<file path="src/rtl/pixel_write_buffer.sv">
// Clipping, optionally de-duplicating pixel FIFO feeding the vga_adapter write port.
// Optional feature: define PIXEL_DEDUP_EN to drop consecutive identical pushes.
module pixel_write_buffer #(
    parameter int DEPTH = 16,
    parameter int X_MAX = 160,
    parameter int Y_MAX = 120
) (
    input  logic        CLOCK_50,
    input  logic        reset,
    input  logic        in_plot,
    input  logic [7:0]  in_x,
    input  logic [6:0]  in_y,
    input  logic [2:0]  in_colour,
    output logic        in_ready,
    input  logic        out_ready,
    output logic        out_plot,
    output logic [7:0]  out_x,
    output logic [6:0]  out_y,
    output logic [2:0]  out_colour,
    output logic [15:0] clip_count,
    output logic        overflow
);
    localparam int AW = $clog2(DEPTH);
    localparam logic [AW:0] FULL_CNT = (AW + 1)'(DEPTH);
    localparam logic [8:0]  XLIM     = 9'(X_MAX);
    localparam logic [7:0]  YLIM     = 8'(Y_MAX);

    typedef enum logic {IDLE, EMIT} state_t;

    function automatic logic [15:0] sat_inc(input logic [15:0] v);
        return (v == 16'hFFFF) ? v : v + 16'd1;
    endfunction

    state_t        state_q, state_d;
    logic [17:0]   mem_q [DEPTH];
    logic [AW-1:0] wr_ptr_q, wr_ptr_d, rd_ptr_q, rd_ptr_d;
    logic [AW:0]   count_q, count_d;
    logic [15:0]   clip_q, clip_d;
    logic          ovf_q, ovf_d;
    logic [17:0]   out_q, out_d;
    logic [17:0]   in_pix;
    logic          offscreen, full, empty, cand, push, pop;

    assign in_pix    = {in_x, in_y, in_colour};
    assign offscreen = ({1'b0, in_x} >= XLIM) || ({1'b0, in_y} >= YLIM);
    assign full      = (count_q == FULL_CNT);
    assign empty     = (count_q == '0);
    // Clip is judged before fullness, so off-screen pixels never raise overflow.
    assign cand      = in_plot && !offscreen && !full;
    assign pop       = !empty && out_ready;

`ifdef PIXEL_DEDUP_EN
    logic [17:0] last_q;
    logic        last_vld_q;

    assign push = cand && !(last_vld_q && (last_q == in_pix));

    always_ff @(posedge CLOCK_50 or posedge reset) begin
        if (reset) begin
            last_q     <= '0;
            last_vld_q <= 1'b0;
        end else if (push) begin
            last_q     <= in_pix;
            last_vld_q <= 1'b1;
        end
    end
`else
    assign push = cand;
`endif

    always_comb begin
        state_d  = IDLE;
        wr_ptr_d = wr_ptr_q;
        rd_ptr_d = rd_ptr_q;
        count_d  = count_q;
        clip_d   = clip_q;
        ovf_d    = ovf_q;
        out_d    = out_q;
        case (state_q)
            IDLE:    state_d = pop ? EMIT : IDLE;
            EMIT:    state_d = pop ? EMIT : IDLE;
            default: state_d = IDLE;
        endcase
        if (in_plot && offscreen)
            clip_d = sat_inc(clip_q);
        if (in_plot && !offscreen && full)
            ovf_d = 1'b1;
        if (push)
            wr_ptr_d = wr_ptr_q + AW'(1);
        if (pop) begin
            rd_ptr_d = rd_ptr_q + AW'(1);
            out_d    = mem_q[rd_ptr_q];
        end
        case ({push, pop})
            2'b10:   count_d = count_q + (AW + 1)'(1);
            2'b01:   count_d = count_q - (AW + 1)'(1);
            default: count_d = count_q;
        endcase
    end

    always_ff @(posedge CLOCK_50 or posedge reset) begin
        if (reset) begin
            state_q  <= IDLE;
            wr_ptr_q <= '0;
            rd_ptr_q <= '0;
            count_q  <= '0;
            clip_q   <= '0;
            ovf_q    <= 1'b0;
            out_q    <= '0;
        end else begin
            state_q  <= state_d;
            wr_ptr_q <= wr_ptr_d;
            rd_ptr_q <= rd_ptr_d;
            count_q  <= count_d;
            clip_q   <= clip_d;
            ovf_q    <= ovf_d;
            out_q    <= out_d;
        end
    end

    // Storage carries no reset; validity is tracked solely by count_q.
    always_ff @(posedge CLOCK_50) begin
        if (push)
            mem_q[wr_ptr_q] <= in_pix;
    end

    assign in_ready   = !full;
    assign out_plot   = (state_q == EMIT);
    assign out_x      = out_q[17:10];
    assign out_y      = out_q[9:3];
    assign out_colour = out_q[2:0];
    assign clip_count = clip_q;
    assign overflow   = ovf_q;
endmodule

</file>
<file path="config.mk">
export PLATFORM = sky130hd
export DESIGN_NAME = pixel_write_buffer
export DESIGN_NICKNAME = d
export VERILOG_FILES = /design/src/rtl/pixel_write_buffer.sv
export SDC_FILE = /design/constraint.sdc
export NUM_CORES = 1
export LEC_CHECK = 0
export ABC_CLOCK_PERIOD_IN_PS = 2800
export BUFFER_PORTS_ARGS = -buffer_cell sky130_fd_sc_hd__buf_4
export CAP_MARGIN = 10
export CORE_AREA = 2 2 157 197
export DETAILED_ROUTE_END_ITERATION = 12
export DIE_AREA = 0 0 159 199
export GPL_TIMING_DRIVEN = 1
export HOLD_SLACK_MARGIN = 0.03
export SETUP_SLACK_MARGIN = 0.05
export SYNTH_ARGS = -nofsm -noshare
export SYNTH_HDL_FRONTEND = slang
export SYNTH_SLANG_ARGS = --single-unit
</file>
<file path="constraint.sdc">
create_clock -name CLOCK_50 -period 2.8 [get_ports CLOCK_50]
set_input_delay 0.42 -clock CLOCK_50 [delete_from_list [all_inputs] [get_ports CLOCK_50]]
set_output_delay 0.42 -clock CLOCK_50 [all_outputs]
set_load 0.02 [all_outputs]
</file>
# Word-level counts from Yosys, hierarchy flattened

Memories as Yosys holds them, arrays and structs flattened. A register that Yosys moved wholly into a read port is not among the register bits.
Cells that the tools add are included.

Bits in registers: 31
Bits in latches: 0
Memory bits (writable): 288
Bits in read-only memories: 0
Input port bits: 22
Memories: 1

Memories:

| memory | words | width | rd ports | clocked after memory_dff | write ports | RTL line | source |
|---|---|---|---|---|---|---|---|
| mem_q  | 16    | 18    | 1        | 1                        | 1           | 35       | `logic [17:0] mem_q [DEPTH];` |

$add $sub $neg: 5
$mul: 0
Div/mod/pow operators: 0
Magnitude comparators: 2
Equality and inequality tests: 4
Shift-type cells: 0
Mux-type cells: 4
Bitwise logic cells: 1
Reductions and logical operators: 12

Operators by type and width:

| kind                                                                   | count |
|---|---|
| 16-bit by 1-bit adder with 16-bit output (second input constant)       | 1 |
| 16-bit equality test (second input constant)                           | 1 |
| 5-bit one-hot mux with 2 select lines                                  | 1 |
| 4-bit by 1-bit adder with 4-bit output (second input constant)         | 2 |
| 8-bit >= comparator (second input constant)                            | 1 |
| 7-bit >= comparator (second input constant)                            | 1 |
| 5-bit by 1-bit adder with 5-bit output (second input constant)         | 1 |
| 5-bit equality test (second input constant)                            | 1 |
| 1-bit logical AND                                                      | 5 |
| 5-bit logical NOT                                                      | 1 |
| 5-bit by 1-bit subtractor with 5-bit output (second input constant)    | 1 |
| 1-bit logical NOT                                                      | 3 |
| 1-bit 2-to-1 mux                                                       | 3 |
| 2-bit by 1-bit equality test with 1-bit output (second input constant) | 1 |
| 2-bit equality test (second input constant)                            | 1 |
| 2-bit AND reduction                                                    | 1 |
| 2-bit nonzero test                                                     | 1 |
| 1-bit logical OR                                                       | 1 |
| 1-bit NOT                                                              | 1 |

# Longest topological paths before layout

Gate-level depths: netlist (run 1).

Word-level depth: 7
Depth in mapped cells: 11
Mapped depth without buffers: 11

# Worst setup path after synthesis (run 1)

Ideal clock, no wire load.

Path type: input-to-reg
Start point: input port in_x[6]
End point: memory mem_q[0][0] (enable)
Library setup time: 439 ps
Arrival: 2,894 ps
Setup slack: -533 ps
Stages on the path: 5
Buffers on the path: 0
Cell sequence: o21ai_1 -> nand3_1 -> a21oi_2 -> inv_2 -> nor4_1

Longest elaborated chain between the ends: 7

RTL lines:

| what                                   | RTL line | source |
|---|---|---|
| start, declared                        | 11       | `input logic [7:0] in_x,` |
| 8-bit >= comparator                    | 45       | `assign offscreen = ({1'b0, in_x} >= XLIM) \|\| ({1'b0, in_y} >= YLIM);` |
| 1-bit logical OR                       | 45       |  |
| 1-bit logical NOT                      | 49       | `assign cand = in_plot && !offscreen && !full;` |
| 1-bit logical AND (2 in a row)         | 49       |  |
| 1-bit 2-to-1 mux                       | 123      | `if (push)` |
| 1-bit 2-to-1 mux (implied by the code) | 124      | `mem_q[wr_ptr_q] <= in_pix;` |
| end, declared                          | 35       |  |

Every way passes these cells.

# Final worst setup path (run 1)

Start point: register count_q[0]
End point: register count_q[4]

Longest elaborated chain between the ends: 5
Elaborated cells on any way between the ends: 12

RTL lines:

| what                                                                                  | RTL line | source |
|---|---|---|
| start, declared                                                                       | 37       | `logic [AW:0] count_q, count_d;` |
| start signal, assigned                                                                | 114      | `count_q <= count_d;` |
| 5-bit logical NOT (*)                                                                 | 47       | `assign empty = (count_q == '0);` |
| 1-bit logical NOT (*)                                                                 | 50       | `assign pop = !empty && out_ready;` |
| 1-bit logical AND (*)                                                                 | 50       |  |
| named net pop                                                                         | 42       | `logic offscreen, full, empty, cand, push, pop;` |
| 2-bit by 1-bit equality test with 1-bit output or 2-bit equality test (tied branches) | 94       | `case ({push, pop})` |
| 5-bit one-hot mux with 2 select lines or 2-bit nonzero test (tied branches)           | -        |  |

Mark *: on every way through the listed nets, which the timed path passes. The rest lies on a longest branch.
A chain may end at the register's enable or synchronous reset.

==> flow_summary_export.csv, run 1 <==
group,metric,value,unit
outcome,status,"complete, no violations",
critical_path,regToRegSetupSlack,290,ps
grt,grt_remaining_overflow,0,
drt,detailedRoute.firstPassIterationCount,5,
synthesis,synth_top_cells_by_count,"sky130_fd_sc_hd__edfxtp_1 (288), sky130_fd_sc_hd__mux4_2 (73), sky130_fd_sc_hd__nand2_1 (54)",
min_path,worst_hold_endpoint,"mem_q[9][5]$_DFFE_PP_",
timing,max_clock_freq,398,MHz
pwr,static-leakage-power,5.36,nW
finish,layout.cells.non_filler,1200,
synthesis,mappedNetlistNets,698,
timing,fin_skew,15.6,ps
critical_path,critical-path-max-stage-delay,450,ps
critical_path,path_buf_inv,1,
die,die_w,159,um
critical_path,worst-r2r-cell-count,11,
pwr,cellInternalPower,10.6,mW
synthesis,netlist_top_cells_area,"sky130_fd_sc_hd__edfxtp_1 (66%), sky130_fd_sc_hd__mux4_2 (12%), sky130_fd_sc_hd__dfrtp_1 (9.3%), sky130_fd_sc_hd__nand2_1 (1.5%), sky130_fd_sc_hd__mux2i_1 (1.3%)",
grt,pin_count_of_the_biggest_net_entering_global_routing,54,
critical_path,critPathKind,"reg2reg",
drt,routed_via_count,6552,
grt,grt_first_pass_wirelength,41600,um
timing,timing.hold.ws,223,ps
pwr,switching_power,4.37,mW
synthesis,yosysMostFrequentCell,"sky130_fd_sc_hd__edfxtp_1",
synthesis,synth_area_per_cell,19.8,um2
placed_design,pre_cts_slack,-308,ps
synthesis,synth-adder-area-share,0.0110,
die,std_cell_rows,71,
critical_path,crit_chain,"nor4_2 -> nand2_1 -> nand2_1 -> inv_1 -> ha_1 -> fa_1 -> a21o_1 -> a21oi_1 -> xor2_1 -> nor2_1 -> xnor2_1",
timing,report.final.setup_viol,0,
timing,finalWorstSetupSlack,290,ps
critical_path,r2r-end,"count_q[4]$_DFFE_PP0P_",
drt,post_drt_wl_per_cell,22.5,um
die,pin_count,59,
finish,sequential_cell_area,9880,um2
clock_tree,ctsHtreeMaxLevel,2,
synthesis,synth_seq_area_share,0.749,
timing,report.final.slew_viol_count,0,
pwr,share_seq_of_total_power,0.432,
timing,tightest_slew,720,ps
timing,finalCriticalPeriod,2510,ps
synthesis,yosys_most_used_dff,"sky130_fd_sc_hd__edfxtp_1",
clock_tree,clk_latency,500,ps
critical_path,critical_path.top_delay_family,"adder cells",
timing,final_min_period_over_clock_period,0.896,
drt,post_drt_via_cell_ratio,5.46,
synthesis,simple_gate_share_of_the_synthesized_area,0.0420,
synthesis,synth_instances,665,
drt,drc_errors,0,
critical_path,worstSetupStartpointType,"flip-flop",
placed_design,dpl_cells,1141,
pwr,max-vdd-ir-drop,0.000366,V
finish,post_route_cells_drive_above_1_share,0.315,
drt,wirelength,27000,um
critical_path,slowest_stage,"sky130_fd_sc_hd__dfrtp_1",
pwr,combinationalPowerShare,0.278,
finish,multiInputGateArea,3150,um2
clock_tree,cts_root_buf,"sky130_fd_sc_hd__clkbuf_16",
synthesis,synthDominantCellAreaShare,0.656,
drt,drt_first_iter_violations,484,
synthesis,syn-cell-area,13200,um2
critical_path,worst-path-max-fanout,4,
critical_path,reg2reg_from,"count_q[0]$_DFFE_PP0P_",
critical_path,cp.required,3190,ps
synthesis,count_of_state_elements_after_synthesis,337,
grt,grt_pass1_vias,7082,
pwr,swShare,0.292,
timing,max-slew-margin-rel,0.520,
clock_tree,numClockSinks,337,
pwr,clockPowerShare,0.290,
die,core,29800,um2
grt,global_route.usage.total,0.174,
die,die_height,199,um
clock_tree,cts_tree,"done",
pwr,power_per_cell_area,956,nW/um2
die,die_area,31600,um2
synthesis,synth_warnings,0,
synthesis,synth_compound_gate_area_share,0.0264,
finish,post_layout_utilization_of_the_core,0.524,
timing,number_of_hold_slack_violations_in_the_final_timing_report,0,
finish,antenna-diode-count,0,
synthesis,number_of_synthesized_flops_with_an_enable_pin,288,
critical_path,worstPathArrival,2900,ps
critical_path,cp_common_cell,"sky130_fd_sc_hd__nand2_1",
job,max_cap_viol_count,0,
clock_tree,postCtsSetupBuffers,0,
grt,antenna_violations_before_repair,0,
placed_design,dpl.hpwl,17100,um
die,initial_core_util,0.442,
synthesis,synth_top_cell_by_area,"sky130_fd_sc_hd__edfxtp_1",
synthesis,yosysUniqueCellTypes,49,
finish,finalNetCount,810,
clock_tree,cts_inserted_buffers,34,
synthesis,synthArstFlopShare,0.145,
min_path,timing.hold.worst.class,"in2reg",
drt,final_antenna_net_count,0,
timing,unrepaired_setup_endpoints_after_global_routing,"no",
min_path,timing.hold.worst_path_depth,1,
finish,fillers,2357,
min_path,hold_path_startpoint,"in_y[2]",
synthesis,combinational_family_with_the_most_area_after_synthesis,"multiplexers",
placed_design,port-buffer-count,58,
clock_tree,clkTransAtPathRegs,60,ps
clock_tree,cts_max_path_buffers,3,
synthesis,muxShareOfSynthArea,0.141,
finish,area_growth_syn_to_layout,18.7,%
critical_path,worstSetupEndpointType,"flip-flop",
synthesis,fraction_of_synthesized_cell_area_in_xor_and_xnor_cells,0.0146,
placed_design,routabilityCongestion,0.795,
worst register-to-register path, cell delays in order (launching register included):
cell	delay, ps
sky130_fd_sc_hd__dfrtp_1	450
sky130_fd_sc_hd__nor4_2	340
sky130_fd_sc_hd__nand2_1	90
sky130_fd_sc_hd__nand2_1	90
sky130_fd_sc_hd__inv_1	60
sky130_fd_sc_hd__ha_1	240
sky130_fd_sc_hd__fa_1	410
sky130_fd_sc_hd__a21o_1	190
sky130_fd_sc_hd__a21oi_1	190
sky130_fd_sc_hd__xor2_1	160
sky130_fd_sc_hd__nor2_1	70
sky130_fd_sc_hd__xnor2_1	130
metrics by stage:
stage | setup TNS, ps | total power, mW | cell area [um2]
2_1_floorplan | -38390 | 9.28 | 13200
3_3_place_gp | -320 | 10.7 | 14600
3_5_place_dp | -5620 | 10.8 | 14600
4_1_cts | 0 | 15.2 | 15600
5_1_grt | 0 | 15.7 | 15700
6_report | 0 | 15.0 | 15700
how the worst max path moves through the flow:
stage | end | depth (start not counted) | startpoint | slack [ps]
2_1_floorplan | mem_q[0][0]$_DFFE_PP_ | 5 | in_x[6] | -530
3_3_place_gp | count_q[4]$_DFFE_PP0P_ | 12 | in_x[6] | -240
3_5_place_dp | count_q[4]$_DFFE_PP0P_ | 12 | in_x[6] | -310
4_1_cts | count_q[4]$_DFFE_PP0P_ | 12 | in_x[6] | 210
5_1_grt | count_q[4]$_DFFE_PP0P_ | 11 | count_q[0]$_DFFE_PP0P_ | 90
6_report | count_q[4]$_DFFE_PP0P_ | 11 | count_q[0]$_DFFE_PP0P_ | 290
logic make-up (layout without fill, tap and decap cells):
logic type | after synthesis | count (layout)
xor gates and xnor gates | 22 | 22
buffers and inverters | 41 | 175
AOI/OAI and AO/OA | 50 | 50
DFF | 337 | 337
adders and majority gates | 11 | 11
and+or+nand+nor | 110 | 110
muxes | 94 | 94
registers in the layout, summed over array words and instances (netlist names):
name and count:
clip_count 16, count_q 5, mem_q 288, out_plot 1, out_q 18, overflow 1, rd_ptr_q 4, wr_ptr_q 4
final cells by class:
class / count / share of cell area
Clock buffer: 40 / 0.0599
Clock inverter: 18 / 0.00879
Inverter: 10 / 0.00240
Timing Repair Buffer: 107 / 0.0643
Multi-Input combinational cell: 287 / 0.201
Tap cell: 401 / 0.0321
Sequential cell: 337 / 0.631
power groups by stage:
| stage | Sequential (mW) | Combinational [mW] | Clock (mW) |
|---|---|---|---|
| floorplan | 6.54 | 2.74 | 0 |
| global placement | 6.52 | 4.18 | 0 |
| detailed placement | 6.56 | 4.26 | 0 |
| CTS | 6.46 | 4.25 | 4.45 |
| global route | 6.52 | 4.52 | 4.64 |
| finish | 6.46 | 4.16 | 4.34 |
placed cells by master, fill, tap and decap left out, types with 3 or more instances in the layout:
cell / synthesis / routed
sky130_fd_sc_hd__nor4_2: 0 / 5
sky130_fd_sc_hd__buf_12: 0 / 16
sky130_fd_sc_hd__ha_1: 10 / 10
sky130_fd_sc_hd__nand3_1: 9 / 9
sky130_fd_sc_hd__dfrtp_1: 49 / 47
sky130_fd_sc_hd__inv_1: 9 / 8
sky130_fd_sc_hd__o21ai_0: 20 / 20
sky130_fd_sc_hd__nand2_1: 54 / 54
sky130_fd_sc_hd__o221ai_1: 17 / 17
sky130_fd_sc_hd__mux2i_1: 17 / 17
sky130_fd_sc_hd__xnor2_1: 14 / 14
sky130_fd_sc_hd__nor2_2: 0 / 4
sky130_fd_sc_hd__buf_4: 10 / 90
sky130_fd_sc_hd__and2_1: 8 / 8
sky130_fd_sc_hd__clkbuf_1: 12 / 3
sky130_fd_sc_hd__mux2_2: 3 / 3
sky130_fd_sc_hd__nor3_1: 4 / 4
sky130_fd_sc_hd__clkinv_2: 0 / 4
sky130_fd_sc_hd__xor2_1: 8 / 8
sky130_fd_sc_hd__nand4_1: 8 / 8
sky130_fd_sc_hd__clkinv_1: 0 / 9
sky130_fd_sc_hd__mux4_2: 73 / 73
sky130_fd_sc_hd__clkbuf_16: 0 / 37
sky130_fd_sc_hd__edfxtp_1: 288 / 288
what timing repair did:
item                                    4_1_cts  5_1_grt
endpoints found under the hold margin        25        0
endpoints found under the setup margin        0        1
hold buffers                                  1        0
resized for setup                             0        2
metal layers:
layer	vias to the layer above	share of wire	GRT usage
met1	3451	0.40	0.218
met3	36	0.053	0.0290
met5	-	0	0
met4	0	0.016	0.0505
li1	2899	-	-
met2	166	0.53	0.314
Power figures use the tool's default switching activity.
==> run 2, diff against run 1 <==
- ABC_AREA: default -> 1
- CORE_AREA: 2 2 157 197 -> 2 2 166 208
- DIE_AREA: 0 0 159 199 -> 0 0 168 210
==> run 2 against run 1 <==
Utilization is 0.52 points lower. Synthesized cell count is 120% higher. Critical endpoint unchanged. Maximum frequency grew 12%.
==> flow_summary_export.csv, run 2 <==
group,metric,value,unit
outcome,status,"complete, no violations",
finish,top_register,"mem_q",
drt,drt_first_iter_violations,633,
synthesis,yosysMostFrequentCell,"sky130_fd_sc_hd__nand2_1",
grt,grt_pass1_vias,9779,
critical_path,worstPathArrival,2650,ps
finish,layout.cells.most_common,"sky130_fd_sc_hd__nand2_1",
finish,post_route_cells_drive_above_1_share,0.120,
drt,post_drt_via_cell_ratio,4.91,
clock_tree,cts_max_path_buffers,3,
critical_path,timing.critical_path.from,"in_x[6]",
timing,finalCriticalPeriod,2250,ps
die,die_w,168,um
timing,report.final.slew_viol_count,0,
synthesis,synth_top_cell_by_area,"sky130_fd_sc_hd__edfxtp_1",
synthesis,yosysUniqueCellTypes,29,
synthesis,number_of_synthesized_flops_with_an_enable_pin,288,
drt,post_drt_wl_per_cell,17.7,um
synthesis,synthArstFlopShare,0.145,
finish,antenna-diode-count,0,
drt,drc_errors,0,
finish,layout.cells.non_filler,2008,
synthesis,mappedNetlistNets,1506,
clock_tree,numClockSinks,337,
die,initial_core_util,0.444,
clock_tree,cts_inserted_buffers,35,
drt,wl_met3,1700,um
timing,max-slew-margin-rel,0.369,
min_path,hold_path_startpoint,"in_y[6]",
placed_design,dpl.hpwl,22300,um
clock_tree,clkTransAtPathRegs,60,ps
die,core,33300,um2
synthesis,synth_warnings,0,
drt,met2RoutedLength,18500,um
die,die_area,35300,um2
clock_tree,clk_latency,530,ps
timing,final_min_period_over_clock_period,0.802,
finish,finalNetCount,1592,
synthesis,count_of_state_elements_after_synthesis,337,
critical_path,critical-path-max-stage-delay,340,ps
placed_design,dpl_cells,1944,
clock_tree,cts_tree,"done",
grt,antenna_violations_before_repair,0,
drt,final_antenna_net_count,0,
die,die_height,210,um
finish,largest_reg_flops,288,
finish,sequential_cell_area,9880,um2
die,pin_count,59,
finish,fillers,2937,
synthesis,synth_instances,1473,
grt,grt_first_pass_wirelength,55400,um
drt,topRoutingLayerUsed,"met4",
drt,detailedRoute.firstPassIterationCount,5,
pwr,max-vdd-ir-drop,0.000701,V
critical_path,cp.required,3200,ps
min_path,timing.hold.worst.class,"in2reg",
critical_path,worstSetupStartpointType,"primary input",
synthesis,synth_area_per_cell,10.0,um2
timing,unrepaired_setup_endpoints_after_global_routing,"no",
job,max_cap_viol_count,0,
finish,layout_common_cells,"sky130_fd_sc_hd__nand2_1 (506), sky130_fd_sc_hd__edfxtp_1 (288), sky130_fd_sc_hd__inv_1 (243)",
die,std_cell_rows,75,
pwr,power_per_cell_area,952,nW/um2
synthesis,synth_top_cells_by_count,"sky130_fd_sc_hd__nand2_1 (506), sky130_fd_sc_hd__edfxtp_1 (288), sky130_fd_sc_hd__inv_1 (244)",
clock_tree,ctsHtreeMaxLevel,2,
synthesis,syn-cell-area,14800,um2
drt,wirelength,35600,um
critical_path,worstSetupEndpointType,"flip-flop",
timing,tightest_slew,945,ps
synthesis,synthDominantCellAreaShare,0.585,
grt,pin_count_of_the_biggest_net_entering_global_routing,147,
drt,routed_via_count,9855,
timing,fin_skew,19.3,ps
synthesis,yosys_most_used_dff,"sky130_fd_sc_hd__edfxtp_1",
timing,number_of_hold_slack_violations_in_the_final_timing_report,0,
critical_path,crit_chain,"buf_4 -> o21ai_0 -> buf_4 -> o21ai_0 -> nor2_1 -> nand2_1 -> ha_1 -> ha_1 -> a21oi_1 -> nand2_1 -> buf_4 -> o211ai_1 -> nand2_1",
synthesis,netlist_top_cells_area,"sky130_fd_sc_hd__edfxtp_1 (59%), sky130_fd_sc_hd__nand2_1 (13%), sky130_fd_sc_hd__dfrtp_1 (8.3%), sky130_fd_sc_hd__nand3_1 (7.7%), sky130_fd_sc_hd__inv_1 (6.2%)",
timing,max_clock_freq,445,MHz
timing,finalSetupTns,0,ps
finish,area_growth_syn_to_layout,17.0,%
pwr,static-leakage-power,7.62,nW
grt,global_route.usage.total,0.207,
timing,report.final.setup_viol,0,
synthesis,synth_seq_area_share,0.668,
critical_path,reg2reg_from,"count_q[0]$_DFFE_PP0P_",
critical_path,critPathKind,"in2reg",
grt,grt_remaining_overflow,0,
drt,met1_length,14200,um
finish,multiInputGateArea,3700,um2
placed_design,port-buffer-count,58,
critical_path,worst-path-max-fanout,5,
critical_path,slowest_stage,"sky130_fd_sc_hd__ha_1",
clock_tree,cts_root_buf,"sky130_fd_sc_hd__clkbuf_16",
placed_design,routabilityCongestion,0.808,
-- run 2: final cells by class --
| cell class | instances | share of cell area |
|---|---|---|
| flip-flops and latches | 337 | 0.571 |
| multi-input cells | 824 | 0.214 |
| repair buffers | 112 | 0.0625 |
| inverters | 249 | 0.0542 |
| clock buffers | 39 | 0.0515 |
| well taps | 423 | 0.0306 |
| clock inverters | 24 | 0.0159 |
-- run 2: kinds of logic after synthesis --
family,after synthesis,share of synthesized area
flip-flops,337,0.668
AND/OR/NAND/NOR,772,0.219
AO/OA/AOI/OAI,23,0.00838
buffers and inverters,312,0.0845
adder cells (fa/ha/maj),11,0.00982
XOR/XNOR,18,0.0107
-- run 2: critical path: cells and delay by family --
family	cells	cell delay (ps)
compound gates	4	720
fa+ha+maj	2	620
buf+inv	3	440
simple gates	4	440
-- run 2: final timing paths --
| check | cells after the start | slack (ps) | endpoint |
|---|---|---|---|
| max | 13 | 550 | count_q[4]$_DFFE_PP0P_ |
| min | 1 | 230 | mem_q[12][9]$_DFFE_PP_ |
| max reg2reg | 10 | 620 | count_q[4]$_DFFE_PP0P_ |
| min reg2reg | 1 | 470 | overflow$_DFFE_PP0P_ |
| max in group asynchronous | 4 | 1670 | out_q[1]$_DFFE_PP0P_ |
| min in group asynchronous | 3 | 540 | out_q[5]$_DFFE_PP0P_ |
-- run 2: what timing repair did --
| item | CTS | global route |
|---|---|---|
| hold endpoints to repair | 17 | 0 |
| gates resized for setup | 0 | 0 |
| setup buffers | 0 | 0 |
| hold buffers | 1 | 0 |
-- run 2: metrics by stage --
step	hold WS (ps)	worst slack (ps)	area (um2)	power (mW)	utilization
after floorplan	463	483	14800	9.88	-
after global placement	466	53.2	16100	11.8	0.484
after detailed placement	460	31.5	16100	11.9	0.484
after CTS	204	564	17300	16.6	0.519
after global routing	230	353	17300	17.4	0.519
final	233	555	17300	16.5	0.519
-- run 2: where the power goes --
group	total, mW	internal, mW	switching (mW)
clock	4.74	2.86	1.89
sequential	6.28	5.97	0.309
combinational	5.44	1.76	3.68
total	16.5	10.6	5.88
-- run 2: per-layer routing --
layer  GRT usage  vias to the layer above
met5           0                        -
met1       0.248                     4631
met3      0.0304                       69
met2       0.378                      266
met4      0.0738                        0
li1            -                     4889
==> run 3, diff against run 2 <==
- ABC_CLOCK_PERIOD_IN_PS: 2800 -> 1800
- clock period: 2.8 -> 1.8 ns (I/O delays scaled with it)
==> run 3 against run 2 <==
The run now ends with negative setup slack left. Sequential power grew 55%. Worst hold slack worse by 150 ps. Worst setup slack got worse by 620 ps. Largest cell class unchanged.
==> flow_summary_export.csv, run 3 (synthesis results as in run 2) <==
group,metric,value,unit
outcome,status,"finished, violations left",
outcome,violations,"negative setup slack",
pwr,static-leakage-power,7.92,nW
drt,detailedRoute.firstPassIterationCount,5,
die,die_height,210,um
clock_tree,clk_latency,520,ps
job,max_cap_viol_count,0,
clock_tree,ctsHtreeMaxLevel,2,
pwr,share_seq_of_total_power,0.362,
drt,wirelength,36300,um
die,pin_count,59,
clock_tree,numClockSinks,337,
placed_design,routabilityCongestion,0.815,
critical_path,worstSetupEndpointType,"flip-flop",
drt,post_drt_via_cell_ratio,4.97,
clock_tree,cts_root_buf,"sky130_fd_sc_hd__clkbuf_16",
clock_tree,cts_inserted_buffers,35,
timing,tightest_slew,453,ps
finish,area_growth_syn_to_layout,22.2,%
timing,number_of_hold_slack_violations_in_the_final_timing_report,0,
finish,final_design_area_no_fill,18100,um2
critical_path,cp.required,2220,ps
die,initial_core_util,0.444,
grt,grt_first_pass_wirelength,55900,um
pwr,max-vdd-ir-drop,0.00102,V
die,die_area,35300,um2
pwr,swShare,0.359,
die,std_cell_rows,75,
finish,post_layout_utilization_of_the_core,0.542,
timing,unrepaired_setup_endpoints_after_global_routing,"yes",
timing,max_clock_freq,535,MHz
critical_path,critPathKind,"reg2reg",
placed_design,dpl.hpwl,23200,um
placed_design,port-buffer-count,58,
timing,max-slew-margin-rel,0.698,
drt,drt_first_iter_violations,756,
finish,finalNetCount,1630,
timing,report.final.slew_viol_count,0,
drt,routed_via_count,10177,
finish,post_route_cells_drive_above_1_share,0.164,
pwr,switching_power,9.62,mW
drt,post_drt_wl_per_cell,17.7,um
finish,layout_common_cells,"sky130_fd_sc_hd__nand2_1 (495), sky130_fd_sc_hd__edfxtp_1 (288), sky130_fd_sc_hd__inv_1 (240)",
timing,final_min_period_over_clock_period,1.04,
clock_tree,cts_tree,"done",
timing,report.final.setup_viol,3,
pwr,clockPowerShare,0.269,
critical_path,worstSetupStartpointType,"flip-flop",
placed_design,dpl_cells,1969,
drt,final_antenna_net_count,0,
grt,grt_pass1_vias,10030,
pwr,combinationalPowerShare,0.369,
pwr,power_per_cell_area,1480,nW/um2
grt,pin_count_of_the_biggest_net_entering_global_routing,60,
grt,grt_remaining_overflow,0,
pwr,cellInternalPower,17.2,mW
finish,layout.cells.non_filler,2046,
clock_tree,clkTransAtPathRegs,60,ps
finish,layout.cells.most_common,"sky130_fd_sc_hd__nand2_1",
clock_tree,cts_max_path_buffers,3,
drt,drc_errors,0,
critical_path,worstPathArrival,2280,ps
die,core,33300,um2
timing,fin_skew,19.2,ps
timing,finalSetupTns,-175,ps
finish,largest_reg_flops,288,
timing,finalWorstSetupSlack,-68.5,ps
finish,antenna-diode-count,0,
die,die_w,168,um
min_path,timing.hold.worst.class,"in2reg",
grt,global_route.usage.total,0.207,
timing,finalCriticalPeriod,1870,ps
critical_path,worst-path-max-fanout,5,
finish,top_register,"mem_q",
placed_design,dpl-instance-area,16500,um2
grt,antenna_violations_before_repair,0,
==> run 3: cell count changes in the layout (fill, tap and decap cells not counted), sizes merged <==
cell,delta
buf,+32
bufinv,-4
inv,-2
clkinvlp,-1
clkbuf,+17
clkinv,-4
==> run 3: worst max-delay path, stage by stage (launching register included) <==
cell                      delay [ps]
sky130_fd_sc_hd__dfrtp_1         380
sky130_fd_sc_hd__nor2_2          130
sky130_fd_sc_hd__nand4_1         110
sky130_fd_sc_hd__nand2_2         100
sky130_fd_sc_hd__inv_2            50
sky130_fd_sc_hd__ha_4            190
sky130_fd_sc_hd__fa_2            350
sky130_fd_sc_hd__nand3_2          70
sky130_fd_sc_hd__nand2_2          60
sky130_fd_sc_hd__a21oi_2         130
sky130_fd_sc_hd__o21ai_1          80
sky130_fd_sc_hd__nand2_1          60
sky130_fd_sc_hd__nand2_1          40
==> run 3: layout make-up <==
type,instances,area [um2]
flip-flops and latches,337,9880
inverters,249,955
multi-input cells,824,3950
well taps,423,529
repair buffers,150,1600
clock buffers,50,1030
clock inverters,13,125
fillers,2850,15200
==> run 3: final timing paths <==
path	start	endpoint	slack, ps	depth (start not counted)
setup / recovery	count_q[3]$_DFFE_PP0P_	count_q[4]$_DFFE_PP0P_	-70	12
setup reg to reg	count_q[3]$_DFFE_PP0P_	count_q[4]$_DFFE_PP0P_	-70	12
hold reg to reg	overflow$_DFFE_PP0P_	overflow$_DFFE_PP0P_	470	1
hold / removal	in_y[2]	mem_q[6][5]$_DFFE_PP_	80	1
min in group asynchronous	reset	clip_count[0]$_DFFE_PP0P_	340	4
max in group asynchronous	reset	rd_ptr_q[0]$_DFFE_PP0P_	1020	4
==> run 3: power by group through the flow <==
stage                     clock network, mW  registers (mW)  logic, mW
final                                  7.21            9.72       9.89
after global routing                   7.65            9.81       10.9
after CTS                              7.35            9.71       9.44
after detailed placement                  0            9.86       9.22
after global placement                    0            9.84       9.21
after floorplan                           0            10.1       5.40
==> run 3: stage by stage <==
| stage | setup slack [ps] | power, mW | hold slack [ps] |
|---|---|---|---|
| finish | -68.5 | 26.8 | 82.6 |
| global placement | -714 | 19.0 | 342 |
| CTS | -127 | 26.5 | 69.9 |
| floorplan | -266 | 15.5 | 369 |
| detailed placement | -653 | 19.1 | 340 |
| global route | -185 | 28.3 | 85.6 |
==> run 3: layer usage <==
layer / GRT usage / share of wire / vias up
met4: 0.0903 / 0.043 / 0
met3: 0.0289 / 0.050 / 75
li1: - / - / 4980
met5: 0 / 0 / -
met2: 0.375 / 0.52 / 268
met1: 0.247 / 0.39 / 4854
==> run 3: what timing repair did <==
item,CTS,global route
hold buffers,1,0
cloned,0,8
pin swaps,12,9
endpoints found under the setup margin,293,304
gates resized for setup,22,38
hold endpoints to repair,49,0
buffers inserted,4,1
